--- src/rtl/div_pkg.sv ---
// -----------------------------------------------------------------------------
// div_pkg
// Shared definitions for the shift-subtract divider:
//   div_state_e : controller states (IDLE, RUN, DONE)
//   DIV_N       : default operand width
//   cnt_w()     : width of a counter that must hold the value n
// -----------------------------------------------------------------------------
package div_pkg;

  typedef enum logic [1:0] {
    IDLE = 2'd0,
    RUN  = 2'd1,
    DONE = 2'd2
  } div_state_e;

  localparam int DIV_N = 8;

  // Counter width able to represent 0..n inclusive.
  function automatic int cnt_w(input int n);
    return $clog2(n + 32'sd1);
  endfunction

endpackage

--- src/rtl/div_step.sv ---
// -----------------------------------------------------------------------------
// div_step
// One combinational restoring-division step.
//   r_i       [N-1:0] partial remainder (always < divisor between steps)
//   q_msb_i          bit shifted out of the quotient/dividend register
//   divisor_i [N-1:0] divisor
//   r_o       [N-1:0] next partial remainder
//   q_bit_o          quotient bit produced by this step
// The shifted remainder can reach 2*divisor-1, so the compare and subtract
// are N+1 bits wide; the result after a step is again < divisor and fits N.
// -----------------------------------------------------------------------------
module div_step #(
  parameter int N = 8
) (
  input  logic [N-1:0] r_i,
  input  logic         q_msb_i,
  input  logic [N-1:0] divisor_i,
  output logic [N-1:0] r_o,
  output logic         q_bit_o
);

  logic [N:0] t_s;
  logic [N:0] d_ext_s;

  assign t_s     = {r_i, q_msb_i};
  assign d_ext_s = {1'b0, divisor_i};

  // Shift, compare, conditionally subtract.
  always_comb begin
    r_o     = t_s[N-1:0];
    q_bit_o = 1'b0;
    if (t_s >= d_ext_s) begin
      r_o     = N'(t_s - d_ext_s);
      q_bit_o = 1'b1;
    end else begin
      r_o     = t_s[N-1:0];
      q_bit_o = 1'b0;
    end
  end

endmodule

--- src/rtl/shift_sub_divider.sv ---
// -----------------------------------------------------------------------------
// shift_sub_divider
// Sequential restoring divider: 2N-bit dividend / N-bit divisor -> N-bit
// quotient and remainder, one quotient bit per clock.
//   clk, rst (async, active-high)
//   start      request, accepted in IDLE or DONE
//   dividend   [2N-1:0], divisor [N-1:0] sampled with an accepted start
//   quotient, remainder [N-1:0] registered, updated only on completion
//   ovf        divide-by-zero / quotient overflow, valid while d_end=1
//   busy       high while iterating
//   d_end      result-valid level
// Optional macro DIV_SIGNED_EN: two's complement operands, truncating
// division, remainder follows the dividend's sign.
// -----------------------------------------------------------------------------
module shift_sub_divider
  import div_pkg::*;
#(
  parameter int N = DIV_N
) (
  input  logic           clk,
  input  logic           rst,
  input  logic           start,
  input  logic [2*N-1:0] dividend,
  input  logic [N-1:0]   divisor,
  output logic [N-1:0]   quotient,
  output logic [N-1:0]   remainder,
  output logic           ovf,
  output logic           busy,
  output logic           d_end
);

  localparam int CW = cnt_w(N);
  localparam logic [N-1:0] ZERO_N   = {N{1'b0}};
  localparam logic [N-1:0] MOST_NEG = {1'b1, {(N-1){1'b0}}};
  localparam logic [N-1:0] MAX_POS  = {1'b0, {(N-1){1'b1}}};
`ifdef DIV_SIGNED_EN
  localparam logic [N-1:0] OVF_Q = MOST_NEG;
`else
  localparam logic [N-1:0] OVF_Q = {N{1'b1}};
`endif

  div_state_e    state_q, state_d;
  logic [N-1:0]  r_q, r_d;
  logic [N-1:0]  q_q, q_d;
  logic [N-1:0]  div_q, div_d;
  logic [CW-1:0] cnt_q, cnt_d;
  logic [N-1:0]  quot_q, quot_d;
  logic [N-1:0]  rem_q, rem_d;
  logic          ovf_q, ovf_d;
  logic          busy_q, busy_d;
  logic          dend_q, dend_d;

  logic [2*N-1:0] dvd_mag_s;
  logic [N-1:0]   dsr_mag_s;
  logic           pre_ovf_s;
  logic           accept_s;
  logic [N-1:0]   step_r_s;
  logic           step_qb_s;
  logic [N-1:0]   next_q_s;
  logic [N-1:0]   fin_quot_s;
  logic [N-1:0]   fin_rem_s;
  logic           fin_ovf_s;

  assign accept_s = start && (state_q != RUN);

  div_step #(.N(N)) u_step (
    .r_i       (r_q),
    .q_msb_i   (q_q[N-1]),
    .divisor_i (div_q),
    .r_o       (step_r_s),
    .q_bit_o   (step_qb_s)
  );

  assign next_q_s = {q_q[N-2:0], step_qb_s};

`ifdef DIV_SIGNED_EN
  logic neg_q_q, neg_r_q;
  logic range_ovf_s;

  // Operand magnitudes; the unsigned core always works on these.
  always_comb begin
    dvd_mag_s = dividend[2*N-1] ? -dividend : dividend;
    dsr_mag_s = divisor[N-1] ? -divisor : divisor;
  end

  // Result signs captured at load, applied on completion.
  always_ff @(posedge clk or posedge rst) begin
    if (rst) begin
      neg_q_q <= 1'b0;
      neg_r_q <= 1'b0;
    end else if (accept_s) begin
      neg_q_q <= dividend[2*N-1] ^ divisor[N-1];
      neg_r_q <= dividend[2*N-1];
    end else begin
      neg_q_q <= neg_q_q;
      neg_r_q <= neg_r_q;
    end
  end

  // Signed range check and sign restoration of the finished result.
  always_comb begin
    range_ovf_s = neg_q_q ? (next_q_s > MOST_NEG) : (next_q_s > MAX_POS);
    fin_ovf_s   = range_ovf_s;
    if (range_ovf_s) begin
      fin_quot_s = MOST_NEG;
      fin_rem_s  = ZERO_N;
    end else begin
      fin_quot_s = neg_q_q ? -next_q_s : next_q_s;
      fin_rem_s  = neg_r_q ? -step_r_s : step_r_s;
    end
  end
`else
  // Unsigned operands pass straight through.
  always_comb begin
    dvd_mag_s  = dividend;
    dsr_mag_s  = divisor;
    fin_quot_s = next_q_s;
    fin_rem_s  = step_r_s;
    fin_ovf_s  = 1'b0;
  end
`endif

  // Zero divisor or a high half >= divisor means the quotient cannot fit.
  assign pre_ovf_s = (dsr_mag_s == ZERO_N) || (dvd_mag_s[2*N-1:N] >= dsr_mag_s);

  // State and datapath registers.
  always_ff @(posedge clk or posedge rst) begin
    if (rst) begin
      state_q <= IDLE;
      r_q     <= ZERO_N;
      q_q     <= ZERO_N;
      div_q   <= ZERO_N;
      cnt_q   <= {CW{1'b0}};
      quot_q  <= ZERO_N;
      rem_q   <= ZERO_N;
      ovf_q   <= 1'b0;
      busy_q  <= 1'b0;
      dend_q  <= 1'b0;
    end else begin
      state_q <= state_d;
      r_q     <= r_d;
      q_q     <= q_d;
      div_q   <= div_d;
      cnt_q   <= cnt_d;
      quot_q  <= quot_d;
      rem_q   <= rem_d;
      ovf_q   <= ovf_d;
      busy_q  <= busy_d;
      dend_q  <= dend_d;
    end
  end

  // Next-state and datapath control.
  always_comb begin
    state_d = state_q;
    r_d     = r_q;
    q_d     = q_q;
    div_d   = div_q;
    cnt_d   = cnt_q;
    quot_d  = quot_q;
    rem_d   = rem_q;
    ovf_d   = ovf_q;
    busy_d  = busy_q;
    dend_d  = dend_q;
    case (state_q)
      IDLE, DONE: begin
        if (start) begin
          div_d  = dsr_mag_s;
          ovf_d  = 1'b0;
          dend_d = 1'b0;
          if (pre_ovf_s) begin
            state_d = DONE;
            quot_d  = OVF_Q;
            rem_d   = ZERO_N;
            ovf_d   = 1'b1;
            dend_d  = 1'b1;
            busy_d  = 1'b0;
            cnt_d   = {CW{1'b0}};
          end else begin
            state_d = RUN;
            r_d     = dvd_mag_s[2*N-1:N];
            q_d     = dvd_mag_s[N-1:0];
            cnt_d   = CW'(N);
            busy_d  = 1'b1;
          end
        end else begin
          state_d = state_q;
        end
      end
      RUN: begin
        r_d   = step_r_s;
        q_d   = next_q_s;
        cnt_d = cnt_q - {{(CW-1){1'b0}}, 1'b1};
        if (cnt_q == {{(CW-1){1'b0}}, 1'b1}) begin
          state_d = DONE;
          busy_d  = 1'b0;
          dend_d  = 1'b1;
          quot_d  = fin_quot_s;
          rem_d   = fin_rem_s;
          ovf_d   = fin_ovf_s;
        end else begin
          state_d = RUN;
        end
      end
      default: begin
        state_d = IDLE;
        busy_d  = 1'b0;
        dend_d  = 1'b0;
      end
    endcase
  end

  assign quotient  = quot_q;
  assign remainder = rem_q;
  assign ovf       = ovf_q;
  assign busy      = busy_q;
  assign d_end     = dend_q;

endmodule
--- config.mk ---
export PLATFORM = sky130hd
export DESIGN_NAME = shift_sub_divider
export DESIGN_NICKNAME = d
export VERILOG_FILES = /design/src/rtl/div_pkg.sv /design/src/rtl/div_step.sv /design/src/rtl/shift_sub_divider.sv
export SDC_FILE = /design/constraint.sdc
export NUM_CORES = 1
export LEC_CHECK = 0
export ABC_AREA = 1
export BUFFER_PORTS_ARGS = -buffer_cell sky130_fd_sc_hd__buf_2
export CORE_MARGIN = 5
export CORE_UTILIZATION = 35
export CTS_CLUSTER_SIZE = 24
export DETAILED_ROUTE_END_ITERATION = 8
export PLACE_DENSITY = 0.65
export SLEW_MARGIN = 40
export SYNTH_ARGS = -nofsm -noshare
export SYNTH_HDL_FRONTEND = slang
export SYNTH_SLANG_ARGS = --single-unit
--- constraint.sdc ---
create_clock -name clk -period 1.5 [get_ports clk]
set_input_delay 0.15 -clock clk [delete_from_list [all_inputs] [get_ports clk]]
set_output_delay 0.15 -clock clk [all_outputs]
set_load 0.01 [all_outputs]
# Yosys cells after proc, flatten, opt, wreduce, memory -nomap -nowiden

Cells that the tools add are included.

Add/subtract/negate cells: 2
Multiply operators: 0
Div/mod/pow operators: 0
Order comparisons: 2
Eq/ne operators: 7
Shift-type cells: 0
Multiplexer cells: 32
Bitwise gates (word level): 0
Reduce and logical (&&, ||, !) cells: 11

Operators by type and width:

| operator            | count |
|---|---|
| $mux 8              | 11 |
| $pmux 8 s2          | 4 |
| $ge 9x8->1          | 1 |
| $ge 8x8->1          | 1 |
| $logic_not 8->1     | 1 |
| $mux 4              | 2 |
| $ne 2x2->1 const B  | 4 |
| $pmux 4 s2          | 1 |
| $sub 8x8->8         | 1 |
| $mux 1              | 7 |
| $mux 2              | 3 |
| $pmux 1 s2          | 3 |
| $reduce_and 2->1    | 3 |
| $reduce_and 3->1    | 2 |
| $eq 4x1->1 const B  | 1 |
| $pmux 2 s2          | 1 |
| $reduce_and 4->1    | 1 |
| $sub 4x1->4 const B | 1 |
| $eq 2x1->1 const B  | 1 |
| $eq 2x2->1 const B  | 1 |
| $logic_not 2->1     | 1 |
| $reduce_bool 2->1   | 1 |
| $reduce_or 2->1     | 1 |
| $logic_or 1x1->1    | 1 |

Flip-flop bits (word level): 49
Latch bits: 0
RAM bits: 0
Memory bits (read-only): 0
Input bits: 27
Word-level logic and storage cells: 64
Memories: 0

# Depth between registers and ports, before layout

Gate-level depths: netlist of the first run.

Word-level depth: 5
Gate-level depth with buffers: 15
Mapped depth without buffers: 14

# Cells and area by module

From an unflattened synthesis of the first run, not the netlist that was laid out.

Cells, all modules: 422
Area, all modules: 3,159.3 µm²

Modules (own cells, without submodules):

| module            | instances | cells each | area each (µm²) | sequential area each (µm²) |
|---|---|---|---|---|
| shift_sub_divider | 1         | 314        | 2,532.4         | 1,226.2 |
| div_step          | 1         | 108        | 626.9           | 0.0 |

# Worst setup path before layout of the first run

OpenSTA, ideal clock, no wires.

Path kind: flip-flop to flip-flop
From: register q_q[7]
To: register r_q[6]
Library setup time: 0.117 ns
Data arrival time: 1.532 ns
Setup slack: -0.149 ns
Stages on the path, launching flop included: 12
Buffers on the path: 0
Period minus slack after synthesis: 1.649 ns
Cells stage by stage: dfrtp_1 -> inv_1 -> ha_1 -> fa_1 -> nor2_1 -> nand2_1 -> nand4_1 -> nand2_1 -> nand3_1 -> nand3_1 -> nand2_1 -> nand2_1

Word-level cells in the longest chain between the ends: 3

Ends and longest elaborated chain:

| what                                             | RTL line                       | RTL |
|---|---|---|
| start: declaration                               | shift_sub_divider.sv:44        | `logic [N-1:0] q_q, q_d;` |
| start signal: assignment                         | shift_sub_divider.sv:142       | `q_q <= q_d;` |
| $sub 8x8->8 / $ge 9x8->1 (equally long branches) | div_step.sv:33, div_step.sv:32 |  |
| $mux 8 *                                         | div_step.sv:32                 | `if (t_s >= d_ext_s) begin` |
| $pmux 8 s2 *                                     | shift_sub_divider.sv:165       | `case (state_q)` |
| end signal: assignment                           | shift_sub_divider.sv:141       | `r_q <= r_d;` |
| end: declaration                                 | shift_sub_divider.sv:43        | `logic [N-1:0] r_q, r_d;` |

Mark *: on every way between the ends. The rest lies on a longest branch, timed or not.
A chain may end at the register's enable or synchronous reset.

# Worst setup path after layout of the first run

From: register r_q[5]
To: register rem_q[6], in the netlist remainder[6]

Word-level cells in the longest chain between the ends: 4

Ends and longest elaborated chain:

| what                                             | RTL line                       | RTL |
|---|---|---|
| $sub 8x8->8 / $ge 9x8->1 (equally long branches) | div_step.sv:33, div_step.sv:32 |  |
| $mux 8 *                                         | div_step.sv:32                 |  |
| $mux 8 *                                         | shift_sub_divider.sv:194       | `if (cnt_q == {{(CW-1){1'b0}}, 1'b1}) begin` |
| $pmux 8 s2 *                                     | shift_sub_divider.sv:165       |  |
| end signal: assignment                           | shift_sub_divider.sv:146       | `rem_q <= rem_d;` |
| end: declaration                                 | shift_sub_divider.sv:48        | `logic [N-1:0] rem_q, rem_d;` |

Mark *: on every way between the ends. The rest lies on a longest branch, timed or not. The select of a mux whose other input is x is not followed.

==> qor.csv, run 1 <==
stage;metric;value;unit
outcome;status;finished with violations;
outcome;failing checks;setup timing;
sta;worst-margin pin slew;289;ps
placement;DP HPWL;6190;µm
die;full die area;0.0105;mm²
global_route;pin count of the biggest net entering global routing;50;
layout;cell area after layout;0.00438;mm²
detailed_routing;WL per Instance;13.5;µm
global_route;number of global-route vias before repair;2872;
placement;pre-CTS setup slack;-327;ps
layout;most frequent cells in the layout;nand2_1 (113), buf_4 (62), dfrtp_1 (48);
sta;Final Setup Violations;18;
global_route;antenna violations before repair;0;
sta;Final min period;1790;ps
global_route;GRT Overall Usage;16.6;%
synthesis;Post-Synth Adder-Cell Area;8.22;%
global_route;busiest grt layer;met2;
pwr;Clk pwr share;7.7;%
detailed_routing;drt drc;0;
synthesis;Synth Register Bits;49;
clocking;CTS Buf Count;5;
placement;Port Buffers;45;
hold_path;Worst Hold Class;in -> reg;
global_route;global-route wire length before repair;13800;µm
critical_path;Max FO, Critical Path;6;
global_route;M2 GR Usage;27.5;%
synthesis;Syn Nets;443;
clocking;clock tree buffer depth;2;
critical_path;Worst Setup Path Type;reg -> reg;
synthesis;post-synthesis mux area share;0.713;%
synthesis;Synth Area in XOR/XNOR;0.881;%
synthesis;Post-synth ARST share;100;%
detailed_routing;Starting DRT DRC Count;165;
synthesis;Post-Syn Area;0.00298;mm²
placement;GPL Wtd Cong;0.942;
layout;fill count;792;
critical_path;CP Capture Type;register;
pwr;power per cell area;2440;mW/mm²
layout;Layout Area Growth over Synthesis;46.7;%
sta;Max Clock Freq;0.560;GHz
pwr;overall power;10.7;mW
sta;Final Worst Setup Slack;-287;ps
clocking;H-tree Lvls;2;
pwr;switch share;46.9;%
sta;fin. max-slew vios;0;
clocking;root buffer cell;clkbuf_8;
clocking;CTS tree;done;
pwr;VDD IR-drop max;0.727;mV
global_route;met1 GRT Util;22.2;%
detailed_routing;Vias;2963;
sta;Final Hold Vio Count;0;
detailed_routing;drt pass-1 iters;4;
die;Die W;102;µm
detailed_routing;Vias per Instance;4.79;
global_route;grt total ovfl;0;
clocking;# clock sinks;49;
layout;# nets final;558;
pwr;Comb power frac;70.3;%
clocking;clk slew on worst S/H paths;100;ps
die;IO Pins;46;
synthesis;Ys Warns;0;
critical_path;WP data arrival;2040;ps
synthesis;Synth cell types;32;
synthesis;ys flop type;dfrtp_1;
placement;Post-DP Area;0.00391;mm²
clocking;Clk Latency, worst-skew pair;310;ps
sta;clk_skew;14.4;ps
die;Initial Util;36.1;%
pwr;P_int;5.67;mW
detailed_routing;DRT Wirelength;8360;µm
layout;fraction of layout cells with a size suffix above 1;40.4;%
synthesis;sequential area share after synthesis;41.1;%
pwr;P_sw;5.01;mW
job;maxcap violations;0;
synthesis;Post-synth EDFFs;0;
synthesis;Mean Syn Cell Area;7.52;µm²
synthesis;post-synthesis simple-gate area fraction;33.9;%
detailed_routing;Final ANT Viol Nets;0;
synthesis;Compound-Gate Fraction of Synth Area;7.21;%
synthesis;largest family of logic cells by synthesized area;simple AND/OR/NAND/NOR gates;
sta;Worst slew margin;80.7;%
sta;unrepaired setup endpoints after global routing;yes;
sta;Setup TNS;-4230;ps
pwr;Static Leak;2.34;nW
sta;Tcrit/Tclk final;119;%
synthesis;Mapped Cells;397;
layout;diodes inserted;0;
die;row count;33;
pwr;register share of total power;22.0;%
critical_path;startpoint types;register;
die;Die Span Y;102;µm
critical_path;CP required;1750;ps
global_route;met3 usage;2.39;%
layout;most common cell after layout, fill and taps aside;nand2_1;
die;Core ar.;0.00826;mm²
## what timing repair did
item	4_1_cts	5_1_grt
setup endpoints to repair	18	32
hold buffers	1	0
gates cloned	1	0
setup buffers	5	3
resized for setup	63	20
pin swaps	25	14
endpoints found under the hold margin	49	0
## cell families (layout without fill, tap and decap cells)
logic type	after synthesis	in the layout
and+or+nand+nor	227	228
xor gates and xnor gates	3	3
muxes	2	2
adders and majority gates	19	19
buffers and inverters	58	173
DFF	49	49
AOI/OAI and AO/OA	39	39
## cell type report
cell class / count / area, µm² / area share [%]
repair buffers: 118 / 848 / 19.4
clock buffers: 5 / 68.8 / 1.57
well taps: 105 / 131 / 3.00
multi-input cells: 291 / 1900 / 43.4
clock inverters: 3 / 25.0 / 0.572
inverters: 47 / 179 / 4.09
flip-flops and latches: 49 / 1230 / 28.0
## cells in the mapped netlist, types with 5 or more instances
master   instances  area share [%]
nand2_1        137              17
dfrtp_1         49              41
inv_1           45             5.7
nand3_1         41             6.9
o21ai_0         22             3.7
nor2_1          20             2.5
ha_1            18             7.5
nand4_1         12             2.5
buf_2            7             1.2
o21ai_1          7             1.2
or2_0            7             1.5
a21oi_1          5            0.84
## critical path, stage by stage, from the launching register on
cell and delay [ps]:
dfrtp_1 440, ha_4 280, nand2_2 70, nand2_2 90
nand2_2 100, nand2_4 70, nor2b_4 140, buf_6 130
nand4_1 150, nand2_2 130, nand3_1 80, nand2_1 60
## worst paths after layout
kind,slack [ps],startpoint,end,cells after the start
worst max-delay path,-290,r_q[5]$_DFFE_PP0P_,remainder[6]$_DFFE_PP0P_,11
worst min-delay path,130,dividend[0],q_q[0]$_DFFE_PP0P_,3
worst max register to register,-290,r_q[5]$_DFFE_PP0P_,remainder[6]$_DFFE_PP0P_,11
worst min register to register,470,quotient[4]$_DFFE_PP0P_,quotient[4]$_DFFE_PP0P_,2
max in group asynchronous,840,rst,r_q[0]$_DFFE_PP0P_,4
min in group asynchronous,410,rst,state_q[1]$_DFFE_PP0N_,4
## power groups by stage
stage / combinational [mW] / clock (mW) / sequential (mW)
2_1_floorplan: 3.57 / 0 / 2.42
3_3_place_gp: 5.88 / 0 / 2.33
6_report: 7.51 / 0.821 / 2.35
3_5_place_dp: 5.96 / 0 / 2.36
5_1_grt: 8.23 / 0.899 / 2.43
4_1_cts: 7.02 / 0.842 / 2.36
## per-layer routing
layer	vias to the layer above	wire length, µm
li1	1510	-
met1	1366	3730
met2	73	4040
met3	14	438
met4	0	156
met5	-	0
## metrics by stage
step	std cells	hold slack, ps	util [%]
final	618	130	53.0
after floorplan	397	301	-
after global placement	600	214	47.4
after global routing	618	134	53.0
after detailed placement	600	216	47.4
after CTS	615	130	51.8
## registers in the layout, summed over array words and instances (netlist names)
| signal | count |
|---|---|
| div_q | 8 |
| q_q | 8 |
| quotient | 8 |
| r_q | 8 |
| remainder | 8 |
| cnt_q | 4 |
| state_q | 2 |
| busy | 1 |
| d_end | 1 |
| ovf | 1 |
Note: power is estimated with default switching activity, not from simulation.
==> run 2, diff against run 1 <==
- PLACE_DENSITY: 0.65 -> 0.63
- clock period: 1.5 -> 1.8 ns (I/O delays scaled with it)
==> qor.csv, run 2 (synthesis results as in run 1) <==
stage;metric;value;unit
placement;DP HPWL;5970;µm
die;full die area;0.0105;mm²
sta;Tcrit/Tclk final;101;%
die;IO Pins;46;
global_route;number of global-route vias before repair;2893;
layout;# nets final;529;
sta;unrepaired setup endpoints after global routing;yes;
clocking;CTS tree;done;
layout;most common cell after layout, fill and taps aside;nand2_1;
global_route;antenna violations before repair;0;
sta;Setup TNS;-71.9;ps
clocking;Clk Latency, worst-skew pair;320;ps
die;row count;33;
sta;Worst slew margin;64.7;%
sta;clk_skew;13.0;ps
clocking;clk slew on worst S/H paths;110;ps
placement;pre-CTS setup slack;-261;ps
pwr;overall power;8.71;mW
pwr;P_int;4.41;mW
sta;Max Clock Freq;0.549;GHz
critical_path;CP required;2070;ps
layout;fraction of layout cells with a size suffix above 1;34.1;%
detailed_routing;Final ANT Viol Nets;0;
clocking;CTS Buf Count;5;
critical_path;Worst Setup Path Type;reg -> reg;
clocking;# clock sinks;49;
pwr;switch share;49.4;%
critical_path;Max FO, Critical Path;3;
job;maxcap violations;0;
detailed_routing;drt drc;0;
detailed_routing;DRT Wirelength;8840;µm
placement;GPL Wtd Cong;0.923;
global_route;GRT Overall Usage;16.9;%
placement;Port Buffers;45;
die;Die Span Y;102;µm
pwr;Comb power frac;69.3;%
pwr;P_sw;4.31;mW
critical_path;startpoint types;register;
die;Initial Util;36.1;%
outcome;status;finished with violations;
pwr;Clk pwr share;8.3;%
layout;Layout Area Growth over Synthesis;38.2;%
detailed_routing;Vias per Instance;5.02;
layout;most frequent cells in the layout;nand2_1 (120), dfrtp_1 (49), buf_2 (45);
detailed_routing;drt pass-1 iters;5;
global_route;pin count of the biggest net entering global routing;28;
pwr;register share of total power;22.4;%
sta;Final Setup Violations;5;
global_route;global-route wire length before repair;13900;µm
sta;Final Hold Vio Count;0;
global_route;grt total ovfl;0;
sta;worst-margin pin slew;529;ps
sta;Final Worst Setup Slack;-22.8;ps
detailed_routing;Starting DRT DRC Count;249;
pwr;Static Leak;2.20;nW
detailed_routing;Vias;2958;
hold_path;Worst Hold Class;in -> reg;
critical_path;WP data arrival;2090;ps
sta;Final min period;1820;ps
pwr;power per cell area;2110;mW/mm²
critical_path;CP Capture Type;register;
die;Core ar.;0.00826;mm²
die;Die W;102;µm
detailed_routing;WL per Instance;15.0;µm
clocking;clock tree buffer depth;2;
layout;fill count;808;
pwr;VDD IR-drop max;0.652;mV
layout;diodes inserted;0;
sta;fin. max-slew vios;0;
clocking;H-tree Lvls;2;
outcome;failing checks;setup timing;
clocking;root buffer cell;clkbuf_8;
==> run 2: cell count changes in the layout (fill, tap and decap cells not counted), moves of 3 or more <==
cell,delta
buf_4,-26
buf_6,-3
inv_2,-3
nand2_1,+7
nand2_2,-8
nand3_4,+3
nor2_1,+3
nor2_4,-4
==> run 2: worst max-delay path, stage by stage, from the launching register on <==
cell     delay (ps)
dfrtp_1         410
buf_4           160
inv_1            70
fa_2            400
nor2_2          130
nand2_1          90
nand3_1          90
nand2_1          50
nand2_1          80
nand3_2          80
nand3_1         100
nand2_1          50
nand2_1          60
==> run 2: metal layers <==
metal,vias up,GRT usage (%),routed length [µm]
met5,-,0,0
met4,0,6.86,233
met3,20,2.80,548
met2,107,27.1,4180
met1,1366,22.6,3880
li1,1465,-,-
==> run 2: worst paths after layout <==
path | start | to | slack [ps] | cells after the start
max | r_q[0]$_DFFE_PP0P_ | r_q[6]$_DFFE_PP0P_ | -20 | 12
max in group asynchronous | rst | r_q[2]$_DFFE_PP0P_ | 820 | 4
min reg2reg | quotient[4]$_DFFE_PP0P_ | quotient[4]$_DFFE_PP0P_ | 480 | 2
min in group asynchronous | rst | quotient[5]$_DFFE_PP0P_ | 430 | 3
max reg2reg | r_q[0]$_DFFE_PP0P_ | r_q[6]$_DFFE_PP0P_ | -20 | 12
min | divisor[0] | div_q[0]$_DFFE_PP0P_ | 140 | 2
==> run 2: timing repair <==
item | 4_1_cts | 5_1_grt
buffers inserted | 6 | 2
pin swaps | 12 | 33
hold buffers | 1 | 0
endpoints found under the hold margin | 22 | 0
setup endpoints to repair | 18 | 18
resized for setup | 42 | 40
gates cloned | 3 | 0
==> run 2: power groups by stage <==
stage	Sequential, mW	Combinational (mW)	Clock, mW
6_report	1.95	6.04	0.722
5_1_grt	2.01	6.59	0.784
2_1_floorplan	1.98	2.74	0
3_3_place_gp	1.90	4.41	0
3_5_place_dp	1.93	4.44	0
4_1_cts	1.91	5.25	0.738
==> run 2: through the flow <==
step	cells	util [%]	cell area [µm²]	hold WS (ps)
after global placement	569	43.0	3550	242
final	589	49.9	4120	139
after CTS	587	47.3	3910	132
after global routing	589	49.9	4120	132
after floorplan	397	-	2980	331
after detailed placement	569	43.0	3550	252
==> run 2: area by class of cell <==
| class | count | area [µm²] | area share (%) |
|---|---|---|---|
| Multi-Input combinational cell | 293 | 1900 | 46.2 |
| Clock inverter | 3 | 28.8 | 0.698 |
| Clock buffer | 5 | 68.8 | 1.67 |
| Tap cell | 105 | 131 | 3.19 |
| Timing Repair Buffer | 87 | 579 | 14.1 |
| Inverter | 47 | 184 | 4.46 |
| Sequential cell | 49 | 1230 | 29.7 |
